`src/rtl/txn_ingress_buffer_pkg.sv`:
```
// Shared types, default widths and the saturating counter helper for the
// transaction ingress buffer and its bench.
package txn_pkg;

  localparam int ADDR_W_DEF = 8;
  localparam int DATA_W_DEF = 8;

  // One single-beat bus transaction at the default widths.
  typedef struct packed {
    logic [ADDR_W_DEF-1:0] address;
    logic [DATA_W_DEF-1:0] data;
  } txn_t;

  // Increment v, sticking at the all-ones value of a w-bit counter.
  function automatic logic [31:0] sat_inc(input logic [31:0] v, input int unsigned w);
    logic [31:0] max_v;
    max_v = (w >= 32) ? 32'hFFFF_FFFF : ((32'd1 << w) - 32'd1);
    return (v >= max_v) ? max_v : v + 32'd1;
  endfunction

endpackage

```
`src/rtl/txn_ingress_buffer_if.sv`:
```
// Driver/consumer facing bundle of the ingress buffer: the offered
// transaction, the head-of-queue output handshake and the debug counters.
interface txn_ingress_buffer_if
  import txn_pkg::*;
#(
  parameter int ADDR_W = ADDR_W_DEF,
  parameter int DATA_W = DATA_W_DEF,
  parameter int DEPTH  = 4,
  parameter int CNT_W  = 8
);

  logic [ADDR_W-1:0]        address;
  logic [DATA_W-1:0]        data;
  logic                     valid;
  logic                     in_ready;
  logic [ADDR_W-1:0]        addr_out;
  logic [DATA_W-1:0]        data_out;
  logic                     out_valid;
  logic                     out_ready;
  logic [$clog2(DEPTH):0]   level;
  logic [CNT_W-1:0]         drop_cnt;
  logic [CNT_W-1:0]         filt_cnt;

  // Stimulus driver / consumer side.
  modport master (
    output address, data, valid, out_ready,
    input  in_ready, addr_out, data_out, out_valid, level, drop_cnt, filt_cnt
  );

  // Buffer side.
  modport slave (
    input  address, data, valid, out_ready,
    output in_ready, addr_out, data_out, out_valid, level, drop_cnt, filt_cnt
  );

endinterface

```
`src/rtl/txn_ingress_buffer_fifo.sv`:
```
// Generic synchronous FIFO of packed entries with a registered head output.
// The head register holds the last popped entry once the FIFO drains, so the
// output never shows uninitialised storage.
module txn_fifo
  import txn_pkg::*;
#(
  parameter type T     = txn_t,
  parameter int  DEPTH = 4
) (
  input  logic                   clk,
  input  logic                   rst_n,
  input  logic                   i_push,
  input  T                       i_din,
  input  logic                   i_pop,
  output logic                   o_full,
  output logic                   o_empty,
  output logic [$clog2(DEPTH):0] o_level,
  output T                       o_head
);

  localparam int AW = $clog2(DEPTH);
  localparam int PW = AW + 1;

  T               r_mem [DEPTH];
  T               r_head;
  T               w_head_nxt;
  logic [PW-1:0]  r_wr_ptr;
  logic [PW-1:0]  r_rd_ptr;
  logic [PW-1:0]  r_level;
  logic [PW-1:0]  w_wr_nxt;
  logic [PW-1:0]  w_rd_nxt;
  logic [AW-1:0]  w_rd_idx_nx;
  logic           w_push_ok;
  logic           w_pop_ok;

  assign o_empty = (r_wr_ptr == r_rd_ptr);
  assign o_full  = (r_wr_ptr[PW-1] != r_rd_ptr[PW-1]) &&
                   (r_wr_ptr[AW-1:0] == r_rd_ptr[AW-1:0]);
  assign o_level = r_level;
  assign o_head  = r_head;

  // Qualify requests so the pointers can never over- or under-run.
  always_comb begin
    w_push_ok   = i_push && !o_full;
    w_pop_ok    = i_pop && !o_empty;
    w_wr_nxt    = r_wr_ptr + PW'(w_push_ok);
    w_rd_nxt    = r_rd_ptr + PW'(w_pop_ok);
    w_rd_idx_nx = r_rd_ptr[AW-1:0] + AW'(1);
  end

  // Pick what the head register shows after this edge: the next stored entry,
  // the entry being written when it becomes the head, or the current value.
  always_comb begin
    w_head_nxt = r_head;
    if (w_pop_ok) begin
      if (r_level > PW'(1)) begin
        w_head_nxt = r_mem[w_rd_idx_nx];
      end else if (w_push_ok) begin
        w_head_nxt = i_din;
      end
    end else if (w_push_ok && o_empty) begin
      w_head_nxt = i_din;
    end
  end

  // Pointers, occupancy and head register; reset discards all entries.
  always_ff @(posedge clk or negedge rst_n) begin
    if (!rst_n) begin
      r_wr_ptr <= '0;
      r_rd_ptr <= '0;
      r_level  <= '0;
      r_head   <= '0;
    end else begin
      r_wr_ptr <= w_wr_nxt;
      r_rd_ptr <= w_rd_nxt;
      r_level  <= w_wr_nxt - w_rd_nxt;
      r_head   <= w_head_nxt;
    end
  end

  // Entry storage is not reset; only slots behind the write pointer are read.
  always_ff @(posedge clk) begin
    if (w_push_ok) begin
      r_mem[r_wr_ptr[AW-1:0]] <= i_din;
    end
  end

endmodule

```
`src/rtl/txn_ingress_buffer.sv`:
```
// Ingress buffer: accepts transactions whose address falls in the configured
// window, queues them in order, and counts refused and out-of-window offers.
module txn_ingress_buffer
  import txn_pkg::*;
#(
  parameter int               ADDR_W     = ADDR_W_DEF,
  parameter int               DATA_W     = DATA_W_DEF,
  parameter int               DEPTH      = 4,
  parameter logic [ADDR_W-1:0] ADDR_MASK = 8'hF0,
  parameter logic [ADDR_W-1:0] ADDR_MATCH = 8'hA0,
  parameter int               CNT_W      = 8
) (
  input  logic                 clk,
  input  logic                 rst_n,
  txn_ingress_buffer_if.slave  bus
);

  localparam int LW = $clog2(DEPTH) + 1;

  typedef struct packed {
    logic [ADDR_W-1:0] address;
    logic [DATA_W-1:0] data;
  } ent_t;

  ent_t              w_din;
  ent_t              w_head;
  logic              w_match;
  logic              w_full;
  logic              w_empty;
  logic              w_in_ready;
  logic              w_push;
  logic              w_pop;
  logic              w_drop;
  logic              w_filt;
  logic [LW-1:0]     w_level;
  logic [CNT_W-1:0]  r_drop_cnt;
  logic [CNT_W-1:0]  r_filt_cnt;

  // Ready depends only on registered occupancy, never on out_ready.
  always_comb begin
    w_match       = ((bus.address & ADDR_MASK) == ADDR_MATCH);
    w_in_ready    = !w_full;
    w_push        = bus.valid && w_match && w_in_ready;
    w_pop         = !w_empty && bus.out_ready;
    w_drop        = bus.valid && w_match && !w_in_ready;
    w_filt        = bus.valid && !w_match;
    w_din.address = bus.address;
    w_din.data    = bus.data;
  end

  txn_fifo #(
    .T     (ent_t),
    .DEPTH (DEPTH)
  ) u_fifo (
    .clk     (clk),
    .rst_n   (rst_n),
    .i_push  (w_push),
    .i_din   (w_din),
    .i_pop   (w_pop),
    .o_full  (w_full),
    .o_empty (w_empty),
    .o_level (w_level),
    .o_head  (w_head)
  );

  // Count in-window offers refused because the buffer was full.
  always_ff @(posedge clk or negedge rst_n) begin
    if (!rst_n) begin
      r_drop_cnt <= '0;
    end else if (w_drop) begin
      r_drop_cnt <= CNT_W'(sat_inc(32'(r_drop_cnt), CNT_W));
    end
  end

  // Count out-of-window offers; these are never stored.
  always_ff @(posedge clk or negedge rst_n) begin
    if (!rst_n) begin
      r_filt_cnt <= '0;
    end else if (w_filt) begin
      r_filt_cnt <= CNT_W'(sat_inc(32'(r_filt_cnt), CNT_W));
    end
  end

  assign bus.in_ready  = w_in_ready;
  assign bus.out_valid = !w_empty;
  assign bus.addr_out  = w_head.address;
  assign bus.data_out  = w_head.data;
  assign bus.level     = w_level;
  assign bus.drop_cnt  = r_drop_cnt;
  assign bus.filt_cnt  = r_filt_cnt;

endmodule

```
`src/flat_wrapper.sv`:
```
// flat-port wrapper written by rule: the top's interface ports become plain ports
module txn_ingress_buffer_flat import txn_pkg::*;
#(
  parameter int               ADDR_W     = ADDR_W_DEF,
  parameter int               DATA_W     = DATA_W_DEF,
  parameter int               DEPTH      = 4,
  parameter logic [ADDR_W-1:0] ADDR_MASK = 8'hF0,
  parameter logic [ADDR_W-1:0] ADDR_MATCH = 8'hA0,
  parameter int               CNT_W      = 8
)
  (clk, rst_n, bus_address, bus_data, bus_valid, bus_out_ready, bus_in_ready, bus_addr_out, bus_data_out, bus_out_valid, bus_level, bus_drop_cnt, bus_filt_cnt);
  txn_ingress_buffer_if #(.ADDR_W(ADDR_W), .DATA_W(DATA_W), .DEPTH(DEPTH), .CNT_W(CNT_W)) bus_i ();
  input  logic clk;
  input  logic rst_n;
  input wire logic [$bits(bus_i.address)-1:0] bus_address;
  input wire logic [$bits(bus_i.data)-1:0] bus_data;
  input wire logic [$bits(bus_i.valid)-1:0] bus_valid;
  input wire logic [$bits(bus_i.out_ready)-1:0] bus_out_ready;
  output wire logic [$bits(bus_i.in_ready)-1:0] bus_in_ready;
  output wire logic [$bits(bus_i.addr_out)-1:0] bus_addr_out;
  output wire logic [$bits(bus_i.data_out)-1:0] bus_data_out;
  output wire logic [$bits(bus_i.out_valid)-1:0] bus_out_valid;
  output wire logic [$bits(bus_i.level)-1:0] bus_level;
  output wire logic [$bits(bus_i.drop_cnt)-1:0] bus_drop_cnt;
  output wire logic [$bits(bus_i.filt_cnt)-1:0] bus_filt_cnt;
  assign bus_i.address = bus_address;
  assign bus_i.data = bus_data;
  assign bus_i.valid = bus_valid;
  assign bus_i.out_ready = bus_out_ready;
  assign bus_in_ready = bus_i.in_ready;
  assign bus_addr_out = bus_i.addr_out;
  assign bus_data_out = bus_i.data_out;
  assign bus_out_valid = bus_i.out_valid;
  assign bus_level = bus_i.level;
  assign bus_drop_cnt = bus_i.drop_cnt;
  assign bus_filt_cnt = bus_i.filt_cnt;
  txn_ingress_buffer #(.ADDR_W(ADDR_W), .DATA_W(DATA_W), .DEPTH(DEPTH), .ADDR_MASK(ADDR_MASK), .ADDR_MATCH(ADDR_MATCH), .CNT_W(CNT_W)) u_core (.clk(clk), .rst_n(rst_n), .bus(bus_i));
endmodule
```
`config.mk`:
```
export PLATFORM = sky130hd
export DESIGN_NAME = txn_ingress_buffer_flat
export DESIGN_NICKNAME = d
export VERILOG_FILES = /design/src/rtl/txn_ingress_buffer_pkg.sv /design/src/rtl/txn_ingress_buffer_if.sv /design/src/rtl/txn_ingress_buffer_fifo.sv /design/src/rtl/txn_ingress_buffer.sv /design/src/flat_wrapper.sv
export SDC_FILE = /design/constraint.sdc
export NUM_CORES = 1
export LEC_CHECK = 0
export ABC_AREA = 1
export CORE_MARGIN = 2
export CORE_UTILIZATION = 45
export CTS_BUF_LIST = sky130_fd_sc_hd__clkbuf_8
export DETAILED_ROUTE_END_ITERATION = 16
export PLACE_DENSITY = 0.66
export SKIP_LAST_GASP = 1
export SYNTH_ARGS = -nofsm -noshare
export SYNTH_HDL_FRONTEND = slang
export SYNTH_SLANG_ARGS = --single-unit
```
`constraint.sdc`:
```
create_clock -name clk -period 2.1 [get_ports clk]
set_input_delay 0.42 -clock clk [delete_from_list [all_inputs] [get_ports clk]]
set_output_delay 0.42 -clock clk [all_outputs]
set_load 0.01 [all_outputs]
```
======== Word-level counts from Yosys, hierarchy flattened ========
Memories as Yosys holds them, arrays and structs flattened.
Cells that the tools add are included.
storage, ports and cells
  output and inout port bits .............. 37
  bits in writable memories ............... 64
  input port bits ......................... 20
  bits in registers ....................... 41
  memories ................................ 1
  word-level logic and storage cells ...... 44
memory list
  name                 depth  width  read ports  clocked after Yosys merged registers in  wr ports  RTL line                       text
  u_core.u_fifo.r_mem  4      16     1           0                                        1         txn_ingress_buffer_fifo.sv:24  T r_mem [DEPTH];
cells by class
  mux-type cells .......................... 8
  $lt $le $gt $ge ......................... 3
  reduce and logical (&&, ||, !) cells .... 14
  eq/ne operators ......................... 5
  $add $sub $neg .......................... 6
operators with widths
  kind                   count
  $mux W16               4
  $add A8 B1 Y8 const B  2
  $ge A8 B8 Y1 const B   2
  $mux W8                2
  $logic_and A1 B1 Y1    9
  $add A3 B1 Y3          2
  $eq A4 B4 Y1 const B   1
  $eq A3 B3 Y1           1
  $gt A3 B1 Y1 const B   1
  $logic_not A1 Y1       3
  $ne A3 B2 Y1 const B   1
  $sub A3 B3 Y3          1
  $add A2 B1 Y2 const B  1
  $eq A2 B2 Y1           1
  $mux W1                2
  $reduce_and A2 Y1      1
  $reduce_bool A2 Y1     1
  $ne A1 B1 Y1           1

======== Logic depth before layout (Yosys ltp) ========
  depth after elaboration ................. 8
  mapped depth ............................ 14
  mapped depth without buffers ............ 13

======== Modules after synthesis ========
Synthesis repeated with hierarchy kept, for this count alone.
second synthesis, totals
  cell total of the unflattened synthesis .. 558
  area, all modules ....................... 4932.2 µm²
by module, submodules not included
  module              sequential area each (µm²)  instances  area an instance (µm²)  cells an instance
  txn_fifo            2547.4                      1          3931.3                  404
  txn_ingress_buffer  400.4                       1          1001.0                  154

======== Worst setup path after synthesis ========
No wires, ideal clock.
  kind .................................... register to register
  start ................................... register u_core.u_fifo.r_rd_ptr[1]
  end ..................................... memory u_core.u_fifo.r_mem[1][0] (netlist bit) (enable)
  clock period less this slack ............ 2133 ps
  cell stages (with the launch flop) ...... 10
  data required time ...................... 1712 ps
  path buffers ............................ 1
  setup time .............................. 388 ps
  data arrival time ....................... 1745 ps
  path slack .............................. -33 ps
  cells stage by stage .................... dfrtp_1 > buf_6 > inv_2 > nand2_1 > nand2_2 > nand3_2 > nand2_2 > nor2_1 > inv_1 > nor2_1
on the way
  longest elaborated chain between the ends .. 7
RTL lines
  element                            RTL line                       text
  start: declaration                 txn_ingress_buffer_fifo.sv:28  logic [PW-1:0] r_rd_ptr;
  start signal: assignment           txn_ingress_buffer_fifo.sv:75  r_rd_ptr <= w_rd_nxt;
  $eq A2 B2 Y1 (*)                   txn_ingress_buffer_fifo.sv:38  (r_wr_ptr[AW-1:0] == r_rd_ptr[AW-1:0]);
  $logic_and A1 B1 Y1 (*)            txn_ingress_buffer_fifo.sv:37  assign o_full = (r_wr_ptr[PW-1] != r_rd_ptr[PW-1]) &&
  $logic_not A1 Y1 (*)               txn_ingress_buffer.sv:42       w_in_ready = !w_full;
  named net bus_in_ready             flat_wrapper.sv:19             output wire logic [$bits(bus_i.in_ready)-1:0] bus_in_ready;
  $logic_and A1 B1 Y1                txn_ingress_buffer.sv:43       w_push = bus.valid && w_match && w_in_ready;
  $logic_and A1 B1 Y1 (*)            txn_ingress_buffer_fifo.sv:44  w_push_ok = i_push && !o_full;
  $mux W1 (*)                        txn_ingress_buffer_fifo.sv:83  if (w_push_ok) begin
  $mux W1 (not written as such) (*)  txn_ingress_buffer_fifo.sv:84  r_mem[r_wr_ptr[AW-1:0]] <= i_din;
  end: declaration                   txn_ingress_buffer_fifo.sv:24
The timed path passes the listed nets; every way through them passes the cells marked *.

======== Worst setup path in the final report ========
  start ................................... register u_core.u_fifo.r_wr_ptr[1]
  end ..................................... register u_core.u_fifo.r_level[2] (netlist: u_core.u_fifo.o_level[2])
on the way
  elaborated cells between the ends (all ways) .. 12
  classes of those cells .................. 3 x add/sub; 2 x eq/ne; 7 x reduce/logical
RTL lines
  element                              RTL line                                                 text
  start: declaration                   txn_ingress_buffer_fifo.sv:27                            logic [PW-1:0] r_wr_ptr;
  start signal: assignment             txn_ingress_buffer_fifo.sv:74                            r_wr_ptr <= w_wr_nxt;
  $eq A3 B3 Y1 (*)                     txn_ingress_buffer_fifo.sv:36                            assign o_empty = (r_wr_ptr == r_rd_ptr);
  $logic_not A1 Y1 (*)                 txn_ingress_buffer_fifo.sv:45, txn_ingress_buffer.sv:44
  $logic_and A1 B1 Y1                  txn_ingress_buffer.sv:44                                 w_pop = !w_empty && bus.out_ready;
  $logic_and A1 B1 Y1 (*)              txn_ingress_buffer_fifo.sv:45                            w_pop_ok = i_pop && !o_empty;
  $add A3 B1 Y3 (*)                    txn_ingress_buffer_fifo.sv:47                            w_rd_nxt = r_rd_ptr + PW'(w_pop_ok);
  named net u_core.u_fifo.w_rd_nxt[1]  txn_ingress_buffer_fifo.sv:31                            logic [PW-1:0] w_rd_nxt;
  $sub A3 B3 Y3 (*)                    txn_ingress_buffer_fifo.sv:76                            r_level <= w_wr_nxt - w_rd_nxt;
  end signal: assignment               txn_ingress_buffer_fifo.sv:76
  end: declaration                     txn_ingress_buffer_fifo.sv:29                            logic [PW-1:0] r_level;
Marked as above.
A chain may end at the register's enable or synchronous reset.

==> results.json <==
{
  "cp_common_cell": "nand2_4",
  "crit_slowest_cell": "dfrtp_1",
  "io_pins": 57,
  "dpl_cell_area_mm2": 0.00564,
  "crit_arrival_ns": 2.29,
  "grt_pass1_vias": 3515,
  "numCtsBuffers": 9,
  "h-tree-depth": 3,
  "worst_pin_slew_ns": 0.547,
  "tritoncts": "yes",
  "synth_xor_area_frac": 0.0148,
  "hold_class": "in2async",
  "skew_ns": 0.0119,
  "status": "complete, but fails checks",
  "peakVddDrop_mv": 0.560,
  "synth_most_common_cell": "nand2_1",
  "synth-adder-area-share": 0.0175,
  "reg2reg_setup_slack_ns": 0.07,
  "final.setup.worst_slack_ns": 0.0653,
  "synth_top_flop_cell": "edfxtp_1",
  "maxCapViolations": 0,
  "synth-seq-cells": 105,
  "crit_path_max_fanout": 3,
  "gp_congestion": 0.823,
  "utilization": 0.583,
  "finalCritPeriodShare": 0.969,
  "grt_pass1_wl_mm": 17.1,
  "drive_gt1_frac": 0.158,
  "rr_worst_depth": 11,
  "report.final.setup_viol": 0,
  "first_pass_iters": 4,
  "synth_nets": 521,
  "start_kind": "flop",
  "core.rowCount": 37,
  "path_class": "reg2reg",
  "slew_headroom": 0.635,
  "synth_area_leaders": "edfxtp_1 (41%), dfrtp_1 (22%), nand2_1 (18%)",
  "ys_top_cells_by_count": "nand2_1 (223), edfxtp_1 (64), dfrtp_1 (41)",
  "place_hpwl_mm": 6.99,
  "crit_required_ns": 2.36,
  "cts_root_buf": "clkbuf_8",
  "slowest_delay_ns": 0.42,
  "vias": 3559,
  "fmax_ghz": 0.491,
  "synth.distinct_cells": 30,
  "failed_checks": "hold timing",
  "syn2layout_area_growth_pct": 26.6,
  "antenna_left": 0,
  "cp_cell_sequence": "buf_6, nand2_2, nand2_4, nand3_4, nand2_4, nor2_1, ha_1, inv_2, fa_2, xnor2_2, xor2_1",
  "syn_inst": 495,
  "viasPerCell": 4.86,
  "r2r-end": "u_core.u_fifo.o_level[2]$_DFF_PN0_",
  "async_reset_ff_frac": 0.390,
  "synth_area_per_cell_um2": 9.56,
  "synth_edf_count": 64,
  "grt_max_degree": 27,
  "insertion_delay_ns": 0.37,
  "synth_top_family_by_area": "simple AND/OR/NAND/NOR gates",
  "post-place-ws_ns": -0.558,
  "clock_path_buffers": 2,
  "r2r_start": "u_core.u_fifo.r_wr_ptr[1]$_DFF_PN0_",
  "grt_overflow": 0,
  "power_mw": 7.35,
  "fp.coreArea_mm2": 0.0103,
  "antenna_found_initial": 0,
  "wl_mm": 10.4,
  "grt.total_usage": 0.196,
  "clock_sinks": 105,
  "fin_area_mm2": 0.00599,
  "ys_seq_area_frac": 0.623,
  "holdBufCountCts": 0,
  "synthMuxAreaShare": 0.00212,
  "post-route-drc-count": 0,
  "period_minus_slack_ns": 2.03,
  "endpoint_kind": "flop",
  "die_area_mm2": 0.0113,
  "cts.clk_slew.worst_paths_ns": 0.10,
  "leakage_nw": 2.73,
  "n_antenna_cell": 0,
  "die_y_um": 107,
  "netlist_area_mm2": 0.00473,
  "drt-wirelength-per-cell_um": 14.2,
  "yosysWarnings": 0,
  "startpoint": "u_core.u_fifo.r_wr_ptr[1]$_DFF_PN0_",
  "hold_violations": 1,
  "fillCellCount": 878,
  "port_buffers": 56,
  "nets": 617,
  "whs_ns": -0.00187,
  "start_util": 0.460,
  "die_x_um": 107,
  "synthDominantCellAreaShare": 0.406,
  "yosysTopAreaCell": "edfxtp_1",
  "synth_compound_area_frac": 0.0333,
  "power_density_mw_per_mm2": 1230,
  "finalMaxSlewViolations": 0,
  "synth-simple-area-share": 0.260,
  "drt_iter0_markers": 181
}
## stage by stage
step           setup TNS, ns  instances
2_1_floorplan         -0.986        495
3_3_place_gp          -11.37        704
3_5_place_dp          -17.40        704
4_1_cts             -0.00382        723
5_1_grt            -0.000569        732
6_report                   0        732
## cell type report
cell class	count	area, um^2	area share
clock buffer	10	138	0.0230
clock inverter	6	33.8	0.00564
tap	136	170	0.0284
sequential	105	2950	0.492
inverter	37	144	0.0240
multi-input combinational	339	1640	0.274
timing repair buffer	99	915	0.153
## kinds of logic after synthesis
family	Yosys count
simple gates	296
flops	105
buf+inv	51
compound gates	28
xor+xnor	8
fa+ha+maj	6
mux	1
## metal layers
metal,part of all wire,track usage,vias to the layer above
li1,-,-,1789
met1,0.45,0.254,1691
met2,0.50,0.337,68
met3,0.041,0.0331,11
met4,0.011,0.0584,0
met5,0,0,-
## sequential cells by signal, summed over array words and instances, names as in the netlist
register                count
u_core.bus.drop_cnt         8
u_core.bus.filt_cnt         8
u_core.u_fifo.o_head       16
u_core.u_fifo.o_level       3
u_core.u_fifo.r_mem        64
u_core.u_fifo.r_rd_ptr      3
u_core.u_fifo.r_wr_ptr      3
## how the worst max path moves through the flow
stage	depth (start not counted)	endpoint	slack (ns)
2_1_floorplan	7	u_core.u_fifo.r_mem[1][0]$_DFFE_PP_	-0.03
3_3_place_gp	10	u_core.u_fifo.o_level[2]$_DFF_PN0_	-0.45
3_5_place_dp	10	u_core.u_fifo.o_level[2]$_DFF_PN0_	-0.56
4_1_cts	6	bus_out_valid	-0.004
5_1_grt	11	u_core.u_fifo.o_level[2]$_DFF_PN0_	-0.0006
6_report	11	u_core.u_fifo.o_level[2]$_DFF_PN0_	0.07
## worst max-delay path: cells and delay by family, from the launching register on
| family | cells | cell delay (ns) |
|---|---|---|
| buf+inv | 2 | 0.17 |
| simple gates | 5 | 0.39 |
| flops | 1 | 0.42 |
| xor+xnor | 2 | 0.28 |
| fa+ha+maj | 2 | 0.67 |
## layout by cell type (no fill, tap or decap), types with 2 or more instances in the layout
cell type,n
nor2_2,2
inv_2,4
nand2_4,4
clkinv_2,2
dlygate4sd2_1,2
nand3_1,15
nand3_4,3
inv_1,31
nand4_1,13
clkbuf_8,10
nor3_1,3
nand2_1,216
buf_12,2
buf_4,39
nand2_2,9
xor2_1,7
edfxtp_1,64
clkdlybuf4s50_1,51
or2_2,2
dfrtp_1,41
nor2_1,25
o21ai_0,20
a22oi_1,2
clkinv_1,2
ha_1,4
inv_4,2
a21oi_2,3
a21oi_1,2
nor2_4,3
## power by group
part           switching, mW  internal, mW
sequential             0.263          2.54
clock                  0.677         0.454
combinational           1.90          1.51
## what timing repair did
| item | CTS | global route |
|---|---|---|
| endpoints found under the hold margin | 0 | 0 |
| resized for setup | 13 | 17 |
| buffers inserted | 3 | 9 |
| setup endpoints to repair | 4 | 3 |
| pin swaps | 3 | 8 |
Power figures use the tool's default switching activity.
